## src/rtl/if_fetch_pkg.sv

```systemverilog
// Shared encodings and the fetch-address legality check for the fetch stage.
package if_fetch_pkg;
  localparam logic [1:0] IDLE  = 2'd0;
  localparam logic [1:0] FETCH = 2'd1;
  localparam logic [1:0] HALT  = 2'd2;

  localparam logic [31:0] INST_NOP   = 32'h0000_0013;
  localparam int          WORD_SHIFT = 2;

  // Misaligned byte address, or word index beyond the ROM (also catches pc overflow).
  function automatic logic addr_bad(input logic [31:0] addr, input int unsigned depth);
    logic [31:0] word;
    word = addr >> WORD_SHIFT;
    return (addr[1:0] != 2'b00) || (word >= depth);
  endfunction
endpackage

```

## src/rtl/if_pc_reg.sv

```systemverilog
// Program counter with reset/jump/+4/hold next-pc selection and legality flags.
module if_pc_reg
  import if_fetch_pkg::*;
#(
  parameter logic [31:0] RESET_PC  = 32'h0000_0000,
  parameter int unsigned ROM_DEPTH = 64
) (
  input  logic        clk,
  input  logic        rst,
  input  logic        jump,
  input  logic [31:0] jump_addr,
  input  logic        advance,
  output logic [31:0] pc,
  output logic        pc_bad,
  output logic        jump_bad
);
  always_ff @(posedge clk) begin
    if (rst)
      pc <= RESET_PC;
    else if (jump)
      pc <= jump_addr;
    else if (advance)
      pc <= pc + 32'd4;
  end

  assign pc_bad   = addr_bad(pc, ROM_DEPTH);
  assign jump_bad = addr_bad(jump_addr, ROM_DEPTH);
endmodule

```

## src/rtl/if_fetch.sv

```systemverilog
// Fetch stage: drives the ROM from the pc and registers one instruction for decode.
// Backpressure holds pc and slot; redirects flush; bad addresses set sticky err_o and halt.
module if_fetch
  import if_fetch_pkg::*;
#(
  parameter logic [31:0] RESET_PC  = 32'h0000_0000,
  parameter int unsigned ROM_DEPTH = 64
) (
  input  logic        clk,
  input  logic        rst,
  output logic        rom_ce_o,
  output logic [31:0] rom_addr_o,
  input  logic [31:0] rom_inst_i,
  input  logic        jump_i,
  input  logic [31:0] jump_addr_i,
  input  logic        halt_i,
  output logic        valid_o,
  input  logic        ready_i,
  output logic [31:0] inst_o,
  output logic [31:0] pc_o,
  output logic        err_o
);
  logic [1:0]  state;
  logic [31:0] pc;
  logic        pc_bad;
  logic        jump_bad;
  logic        free;
  logic        advance;

  assign free    = !valid_o || ready_i;
  assign advance = (state == FETCH) && free && !pc_bad;

  if_pc_reg #(
    .RESET_PC (RESET_PC),
    .ROM_DEPTH(ROM_DEPTH)
  ) u_pc_reg (
    .clk      (clk),
    .rst      (rst),
    .jump     (jump_i),
    .jump_addr(jump_addr_i),
    .advance  (advance),
    .pc       (pc),
    .pc_bad   (pc_bad),
    .jump_bad (jump_bad)
  );

  // An illegal pc reached by increment is never presented to the ROM.
  assign rom_ce_o   = (state == FETCH) && !pc_bad;
  assign rom_addr_o = {2'b00, pc[31:2]};

  always_ff @(posedge clk) begin
    if (rst) begin
      state   <= IDLE;
      valid_o <= 1'b0;
      inst_o  <= 32'h0;
      pc_o    <= 32'h0;
      err_o   <= 1'b0;
    end else if (jump_i) begin
      valid_o <= 1'b0;
      if (jump_bad) begin
        err_o <= 1'b1;
        state <= HALT;
      end else begin
        state <= halt_i ? HALT : FETCH;
      end
    end else begin
      case (state)
        IDLE: state <= FETCH;
        FETCH: begin
          if (pc_bad) begin
            err_o   <= 1'b1;
            valid_o <= 1'b0;
            state   <= HALT;
          end else begin
            if (free) begin
              inst_o  <= rom_inst_i;
              pc_o    <= pc;
              valid_o <= 1'b1;
            end
            if (halt_i)
              state <= HALT;
          end
        end
        HALT: begin
          if (ready_i)
            valid_o <= 1'b0;
        end
        default: state <= IDLE;
      endcase
    end
  end
endmodule

```

## config.mk

```make
export PLATFORM = sky130hd
export DESIGN_NAME = if_fetch
export DESIGN_NICKNAME = d
export VERILOG_FILES = /design/src/rtl/if_fetch_pkg.sv /design/src/rtl/if_pc_reg.sv /design/src/rtl/if_fetch.sv
export SDC_FILE = /design/constraint.sdc
export NUM_CORES = 1
export LEC_CHECK = 0
export ABC_CLOCK_PERIOD_IN_PS = 6400
export CAP_MARGIN = 40
export CORE_ASPECT_RATIO = 1.25
export CORE_MARGIN = 5
export CORE_UTILIZATION = 35
export CTS_BUF_LIST = sky130_fd_sc_hd__clkbuf_4 sky130_fd_sc_hd__clkbuf_8 sky130_fd_sc_hd__clkbuf_16
export DETAILED_ROUTE_END_ITERATION = 7
export HOLD_SLACK_MARGIN = 0.12
export PLACE_DENSITY = 0.76
export SETUP_SLACK_MARGIN = 0.2
export SLEW_MARGIN = 30
export SYNTH_ARGS = -nofsm -noshare
export SYNTH_HDL_FRONTEND = slang
export SYNTH_SLANG_ARGS = --single-unit
```

## constraint.sdc

```tcl
create_clock -name clk -period 6.4 [get_ports clk]
set_input_delay 1.28 -clock clk [delete_from_list [all_inputs] [get_ports clk]]
set_output_delay 1.28 -clock clk [all_outputs]
set_load 0.01 [all_outputs]
```

# [Word-level counts from Yosys, hierarchy flattened]
# Cells that the tools add are included.
[totals] out_inout_bits=99 in_bits=69 ff_bits=100
[op_classes] bitwise_logic=2 n_eq_ne=7 muxes=16 n_reduce_logical=20 add_sub_neg=1 magnitude_cmp=2
[ops] op="two-way mux 32 bit" count=2
[ops] op="greater-or-equal comparator 30 x 7 -> 1 bit (second input constant)" count=2
[ops] op="adder 32 x 3 -> 32 bit (second input constant)" count=1
[ops] op="nonzero test 2 bit" count=6
[ops] op="two-way mux 2 bit" count=5
[ops] op="two-way mux 1 bit" count=7
[ops] op="one-hot mux 2 bit (3 select lines)" count=1
[ops] op="AND reduction 3 bit" count=2
[ops] op="!= test 2 bit (second input constant)" count=2
[ops] op="!= test 4 bit (second input constant)" count=1
[ops] op="AND reduction 4 bit" count=1
[ops] op="logical AND 1 bit" count=3
[ops] op="logical OR 1 bit" count=3
[ops] op="!= test 3 bit (second input constant)" count=1
[ops] op="== test 2 x 1 -> 1 bit (second input constant)" count=1
[ops] op="== test 2 bit (second input constant)" count=1
[ops] op="zero test 1 bit" count=2
[ops] op="zero test 2 bit" count=1
[ops] op="!= test 2 x 1 -> 1 bit (second input constant)" count=1
[ops] op="inverter 1 bit" count=2
[ops] op="one-hot mux 1 bit (2 select lines)" count=1
[ops] op="AND reduction 2 bit" count=1
[ops] op="OR reduction 2 bit" count=1

# [Longest topological paths before layout]
# Gate-level depths: netlist (run 1).
[logic_depth] depth_word=6 mapped_depth=7

# [Hierarchy]
# A second synthesis (run 1) with hierarchy kept.
[unflattened] cells_unflattened=560 hier_area_um2=5371.4
[modules_own_cells] mod="if_fetch" area_each_um2=3367.0 n_inst=1 cells_per_inst=306 seq_area_each_um2=1361.3
[modules_own_cells] mod="if_pc_reg" area_each_um2=2004.4 n_inst=1 cells_per_inst=254 seq_area_each_um2=640.6

# [Least setup slack after synthesis (run 1)]
# Ideal clock, no wire load.
[synth_path] kind="register to output" startpoint="register u_pc_reg.pc[19]" endpoint="output rom_ce_o" path_slack_ns=3.662 path_stages_with_launch=5 t_arrival_ns=1.458 required_time_ns=5.120 path_cell_list="dfxtp_1 > or4_1 > or3_1 > clkbuf_1 > nor2b_1"
[synth_via] elab_chain_cells=4
[synth_lines] element="start, declared" line_no="if_pc_reg.sv:13" text="output logic [31:0] pc,"
[synth_lines] element="start signal, assigned" line_no="if_pc_reg.sv:21" text="pc <= jump_addr;"
[synth_lines] element="start signal, assigned" line_no="if_pc_reg.sv:23" text="pc <= pc + 32'd4;"
[synth_lines] element="greater-or-equal comparator 30 x 7 -> 1 bit" line_no="if_fetch_pkg.sv:14" text="return (addr[1:0] != 2'b00) || (word >= depth);"
[synth_lines] element="logical OR 1 bit" line_no="if_fetch_pkg.sv:14"
[synth_lines] element="zero test 1 bit" line_no="if_fetch.sv:48" text="assign rom_ce_o = (state == FETCH) && !pc_bad;"
[synth_lines] element="logical AND 1 bit" line_no="if_fetch.sv:48"
[synth_lines] element="end, declared" line_no="if_fetch.sv:11" text="output logic rom_ce_o,"
# Every way passes these cells.

# [Final worst setup path (run 1)]
[layout_path] startpoint="register u_pc_reg.pc[12]" endpoint="output rom_ce_o"
# The elaborated chain is that of the path after synthesis.

==> reports/qor.txt, run 1 <==
CP delay by family, top: simple AND/OR/NAND/NOR gates
Power share of the combinational group: 0.101
# clock sinks: 100
Post-DRT Antenna Nets: 0
Clk_lat worst skew: 340 ps
Ys Warns: 0
Nets: 590
Core ar.: 11030 µm²
Switching portion of total power: 0.2426
Post-Layout Inst Area: 5739 µm²
Sequential Power Share: 0.498
Via count: 3139
NetSw: 0.3162 mW
Initial antenna violation count: 0
Vias per Instance: 4.763
Starting density of the core: 0.3534
Worst Path Max Fanout: 7
Number of diodes: 0
Critical Path Start Type: flip-flop
Count of cell types in the netlist: 37
Register Area: 2002 µm²
Metal2 WL: 5184 µm
Drt pass-1 iters: 4
GRT Total Usage: 0.1493
Hold Fails Final Rpt: 0
Post_cts resized: 0
Max Fclk: 265.2 MHz
Clock-pin slew on the worst setup and hold paths: 70 ps
IO Count: 168
Area growth syn-to-layout: 47.26%
Post-synth EDFFs: 0
Worst setup EP type: output port
Area leader, netlist: dfxtp_1
Most numerous cell in the Yosys netlist: dfxtp_1
Setup TNS: 0 ps
Fin. max-slew vios: 0
CTS tree: yes
WP buf/inv: 1
Slowest cell on the critical path: clkdlybuf4s50_1
Total Wirelength: 10080 µm
Grt total ovfl: 0
H-tree Lvls: 3
FILL cells: 998
Cells after Synth: 389
RSZ-0062 raised after global routing: no
Cell-internal power: 0.9870 mW
Max incr delay on CP: 550 ps
Max Root-Sink Buffers: 2
DIE HEIGHT: 128.0 µm
Top routing layer in use: met4
First-pass GRT wire length: 16370 µm
Slew Limit Headroom: 0.4948
Top cells by count, synth: dfxtp_1 (100), nor2_1 (73), mux2i_1 (65), buf_4 (35), and2_1 (27)
Post-place instance area: 5444 µm²
Tightest Pin Transition: 757.8 ps
Largest net degree at the start of global routing: 75
Vias in the first global route: 3283
Post-synthesis instance area: 3897 µm²
#FFs+latches synth: 100
Fraction of registers with async set/reset: 0
Finish-stage setup viols: 0
DIE AREA: 13360 µm²
Post-synthesis sequential area ratio: 0.5136
Leak: 2.122 nW
Port Buffer Count: 165
Worst EP arrival: 2490 ps
Cell Pwr Density: 227.1 nW/µm²
MaxCap Viol Count: 0
Crit path required time: 5120 ps
Area share of the largest cell type after synthesis: 0.5136
Met3 routed WL: 695 µm
# rows: 43
Initial DRC count: 87
Chip Width: 104.4 µm
CP Class: reg2out
Power Total: 1.303 mW
IR drop worst, VDD: 152.3 µV
Area of the multi-input gates: 1563 µm²
Final Cycle Share: 0.5893
Dpl hpwl: 7631 µm
CTS Root Cell: clkbuf_16
Synth Flop Type: dfxtp_1
Synth Area per Inst: 10.02 µm²
M1 wire length: 4066 µm
Avg WL per Cell: 15.29 µm
Leading post-synthesis cells by cell area: dfxtp_1 (51%), mux2i_1 (17%), nor2_1 (7.0%)
Clock Skews: 7.369 ps
Worst Hold Slack: 466.0 ps
Num CTS Buffers: 9
CP cell instances: nor4_1 > nand4_1 > or3_1 > nor2b_1 > clkdlybuf4s50_1
CTS Hold Bufs: 0
Final min period: 3771 ps
Share of layout cells above drive strength 1: 0.04580
Outcome: complete, no violations
DRC errors left: 0
Hold Crit Class: reg2reg
Final Util: 0.5204
Gpl congestion: 0.7429
Post-CTS Setup Inserts: 0
Clock network power share: 0.402
[sequential cells by signal, summed over array words and instances, names as in the netlist]
register,flops
inst_o,32
pc_o,32
u_pc_reg.pc,32
state,2
err_o,1
valid_o,1
[layout make-up]
cell class / count / share of cell area
timing repair buffer: 169 / 0.2947
sequential: 100 / 0.3488
clock inverter: 7 / 0.01221
clock buffer: 9 / 0.03924
multi-input combinational: 234 / 0.2723
tap: 135 / 0.02943
inverter: 5 / 0.003270
[stage by stage]
step | std cells | setup WS [ps]
2_1_floorplan | 390 | 3662
3_3_place_gp | 641 | 2723
3_5_place_dp | 643 | 2788
4_1_cts | 659 | 2567
5_1_grt | 659 | 2489
6_report | 659 | 2629
[final timing paths]
kind                            depth (start not counted)             from        to  slack, ps
worst min-delay path                                    1         pc_o[17]  pc_o[17]        470
worst max-delay path                                    5  u_pc_reg.pc[12]  rom_ce_o       2630
worst max register to register                          7  u_pc_reg.pc[19]  pc_o[29]       3700
worst min register to register                          1         pc_o[17]  pc_o[17]        470
[placed cells by master, fill, tap and decap left out, drive strengths merged, types with 4 or more instances in the layout]
cell type	n
clkdlybuf4s50	163
dfxtp	100
nor2	73
mux2i	65
and2	27
nor4	13
clkbuf	9
inv	7
a211oi	6
nor3	6
buf	6
nand4	4
nand2	4
nor2b	4
clkinv	4
[power groups by stage]
| stage | Clock [mW] | Combinational [mW] | Sequential (mW) |
|---|---|---|---|
| 2_1_floorplan | 0 | 0.0657 | 0.660 |
| 3_3_place_gp | 0 | 0.128 | 0.663 |
| 3_5_place_dp | 0 | 0.132 | 0.663 |
| 4_1_cts | 0.540 | 0.132 | 0.649 |
| 5_1_grt | 0.567 | 0.142 | 0.651 |
| 6_report | 0.523 | 0.131 | 0.649 |
[worst register-to-register path: cells and delay by family (launching register included)]
kind / cells / cell delay [ps]
flip-flops: 1 / 320
AND/OR/NAND/NOR: 5 / 1450
buffers and inverters: 2 / 820
[kinds of logic (layout without fill, tap and decap cells)]
kind of cell | after synthesis | in the layout | share of synthesized area
buffers and inverters | 56 | 190 | 0.08796
adders and majority gates | 2 | 2 | 0.006420
and+or+nand+nor | 147 | 147 | 0.1894
muxes | 65 | 65 | 0.1669
other | 1 | 2 | 0.0009622
AOI/OAI and AO/OA | 17 | 17 | 0.03242
DFF | 100 | 100 | 0.5136
xor gates and xnor gates | 1 | 1 | 0.002248
[layer usage]
layer / GRT usage / vias up
met1: 0.1689 / 1478
met3: 0.04937 / 11
met4: 0.05030 / 0
li1: - / 1551
met5: 0 / -
met2: 0.2633 / 99
No activity file was read; power rests on OpenSTA's default activity.
==> inputs of run 2 (changes only) <==
--- a/config.mk
+++ b/config.mk
@@ -5,7 +5,7 @@
 export SDC_FILE = /design/constraint.sdc
 export NUM_CORES = 1
 export LEC_CHECK = 0
-export ABC_CLOCK_PERIOD_IN_PS = 6400
+export ABC_CLOCK_PERIOD_IN_PS = 3500
 export CAP_MARGIN = 40
 export CORE_ASPECT_RATIO = 1.25
 export CORE_MARGIN = 5
==> constraint.sdc (replaced) <==
create_clock -name clk -period 3.5 [get_ports clk]
set_input_delay 0.7 -clock clk [delete_from_list [all_inputs] [get_ports clk]]
set_output_delay 0.7 -clock clk [all_outputs]
set_load 0.01 [all_outputs]
==> reports/qor.txt, run 2 (synthesis results as in run 1) <==
Flop2flop setup slack: 1140 ps (was 3700 ps)
Tightest Pin Transition: 687.5 ps (was 757.8 ps)
Worst Hold Depth: 1 (unchanged)
Clock-pin slew on the worst setup and hold paths: 70 ps (about the same)
Worst reg-to-reg path cell count: 7 (unchanged)
Area growth syn-to-layout: 48.09% (was 47.26%)
Final min period: 3073 ps
Critical Path Start Type: flip-flop (unchanged)
Final WS setup: 427.0 ps (was 2629 ps)
IO Count: 168 (unchanged)
Leading cell type in the layout, fill and taps excluded: clkdlybuf4s50_1 (unchanged)
Hold Crit Class: reg2reg (unchanged)
Crit. Startpoint: u_pc_reg.pc[12] (unchanged)
Power Total: 2.509 mW (was 1.303 mW)
IR drop worst, VDD: 214.6 µV (was 152.3 µV)
Core ar.: 11030 µm² (unchanged)
Leading cell types in the layout, fill and taps excluded: clkdlybuf4s50_1 (163), dfxtp_1 (100), nor2_1 (73) (unchanged)
Crit path required time: 2800 ps (was 5120 ps)
First-pass GRT wire length: 16670 µm (was 16370 µm)
Slew Limit Headroom: 0.5416 (was 0.4948)
Via count: 3162 (was 3139)
Largest net degree at the start of global routing: 43 (was 75)
Largest regs: inst_o (32), pc_o (32), u_pc_reg.pc (32) (unchanged)
Drt pass-1 iters: 6 (was 4)
Sequential Power Share: 0.473 (was 0.498)
DRC errors left: 0 (unchanged)
Vias per Instance: 4.798 (was 4.763)
Routing usage on met2: 0.2674 (was 0.2633)
Initial DRC count: 63 (was 87)
RR Endpoint: pc_o[12] (was pc_o[29])
Fin. max-slew vios: 0 (unchanged)
Gpl congestion: 0.7808 (was 0.7429)
GRT Total Usage: 0.1527 (was 0.1493)
DIE AREA: 13360 µm² (unchanged)
Slowest cell on the critical path: clkdlybuf4s50_1 (unchanged)
Max incr delay on CP: 540 ps (was 550 ps)
Met1 Use GR: 0.1702 (was 0.1689)
GR Layer Usage met3: 0.05139 (was 0.04937)
Port Buffer Count: 165 (unchanged)
Worst r2r src: u_pc_reg.pc[19] (unchanged)
WP buf/inv: 1 (unchanged)
Avg WL per Cell: 15.53 µm (was 15.29 µm)
Cell Pwr Density: 434.6 nW/µm² (was 227.1 nW/µm²)
Post-place instance area: 5436 µm² (was 5444 µm²)
Clk_lat worst skew: 340 ps (about the same)
Grt total ovfl: 0 (unchanged)
Setup TNS: 0 ps (unchanged)
H-tree Lvls: 3 (unchanged)
Hold Fails Final Rpt: 0 (unchanged)
CTS Hold Bufs: 0 (unchanged)
CTS tree: yes (unchanged)
Power share of the combinational group: 0.095 (was 0.101)
Cell-internal power: 1.940 mW (was 0.9870 mW)
CP Class: reg2out (unchanged)
Initial antenna violation count: 0 (unchanged)
MaxCap Viol Count: 0 (unchanged)
Worst setup EP type: output port (unchanged)
Post-Layout Inst Area: 5772 µm² (was 5739 µm²)
Worst EP arrival: 2370 ps (was 2490 ps)
Clock network power share: 0.432 (was 0.402)
Post-DRT Antenna Nets: 0 (unchanged)
Switching portion of total power: 0.2268 (was 0.2426)
Worst Hold End: pc_o[22] (was pc_o[17])
CP cell instances: nor4_1 > nand4_1 > or3_4 > nor2b_1 > clkdlybuf4s50_1 (was nor4_1 > nand4_1 > or3_1 > nor2b_1 > clkdlybuf4s50_1)
Number of diodes: 0 (unchanged)
Leak: 2.136 nW (was 2.122 nW)
Num CTS Buffers: 9 (unchanged)
NetSw: 0.5689 mW (was 0.3162 mW)
Clock Skews: 8.848 ps (was 7.369 ps)
# rows: 43 (unchanged)
Finish-stage setup viols: 0 (unchanged)
RSZ-0062 raised after global routing: no (unchanged)
Outcome: complete, no violations (unchanged)
Max Root-Sink Buffers: 2 (unchanged)
Total Wirelength: 10230 µm (was 10080 µm)
Chip Width: 104.4 µm (unchanged)
# clock sinks: 100 (unchanged)
Starting density of the core: 0.3534 (unchanged)
Placement Setup Slack: 694.7 ps (was 2788 ps)
Worst Path Max Fanout: 7 (unchanged)
CP delay by family, top: simple AND/OR/NAND/NOR gates (unchanged)
Hold Crit Start: pc_o[22] (was pc_o[17])
Dpl hpwl: 7705 µm (was 7631 µm)
Max Fclk: 325.4 MHz
GRT busiest layer: met2 (unchanged)
DIE HEIGHT: 128.0 µm (unchanged)
Nets: 590 (unchanged)
Vias in the first global route: 3285 (was 3283)
Final Cycle Share: 0.8780
FILL cells: 988 (was 998)
Share of layout cells above drive strength 1: 0.04771 (was 0.04580)
CTS Root Cell: clkbuf_16 (unchanged)
## run 2: cell types whose count changed in the layout (fill, tap and decap cells not counted), sizes merged
cell | before | now
bufinv | 0 | 2
clkinv | 4 | 2
## run 2: final cells by class
type	count	area, µm²	share of cell area
well taps	135	168.9	0.02927
flip-flops and latches	100	2002	0.3468
clock buffers	9	225.2	0.03902
inverters	5	18.77	0.003252
clock inverters	7	105.1	0.01821
repair buffers	169	1684	0.2918
multi-input cells	234	1568	0.2716
## run 2: worst register-to-register path: stages, from the launching register on
cell      delay [ps]
dfxtp_1          320
or4_1            580
nand3b_1         250
nor4_2           300
buf_12           300
nor2_1            90
buf_4            230
and2_1           180
## run 2: repair_timing
| item | in CTS | in global routing |
|---|---|---|
| buffers inserted | 0 | 0 |
| resized for setup | 0 | 1 |
| setup endpoints to repair | 0 | 1 |
## run 2: power groups by stage
stage / combinational [mW] / sequential, mW / clock (mW)
detailed placement: 0.238 / 1.21 / 0
floorplan: 0.120 / 1.21 / 0
global placement: 0.235 / 1.21 / 0
CTS: 0.239 / 1.19 / 1.11
global route: 0.258 / 1.19 / 1.16
finish: 0.238 / 1.19 / 1.08
## run 2: per-layer routing
metal,vias up,part of all wire
li1,1551,-
met1,1502,0.40
met2,99,0.51
met5,-,0
met4,0,0.016
met3,10,0.071
## run 2: through the flow
stage,instances,hold WS (ps),utilization
3_5_place_dp,643,443.3,0.4929
6_report,659,459.6,0.5233
5_1_grt,659,470.4,0.5233
3_3_place_gp,643,440.8,0.4929
2_1_floorplan,390,460.8,-
4_1_cts,659,464.5,0.5229
## run 2: worst max-delay path by stage
stage / to / slack, ps / cells after the start
3_3_place_gp: rom_ce_o / 710 / 5
4_1_cts: rom_ce_o / 310 / 5
6_report: rom_ce_o / 430 / 5
3_5_place_dp: rom_ce_o / 690 / 5
5_1_grt: rom_ce_o / 260 / 5
2_1_floorplan: rom_ce_o / 1340 / 4
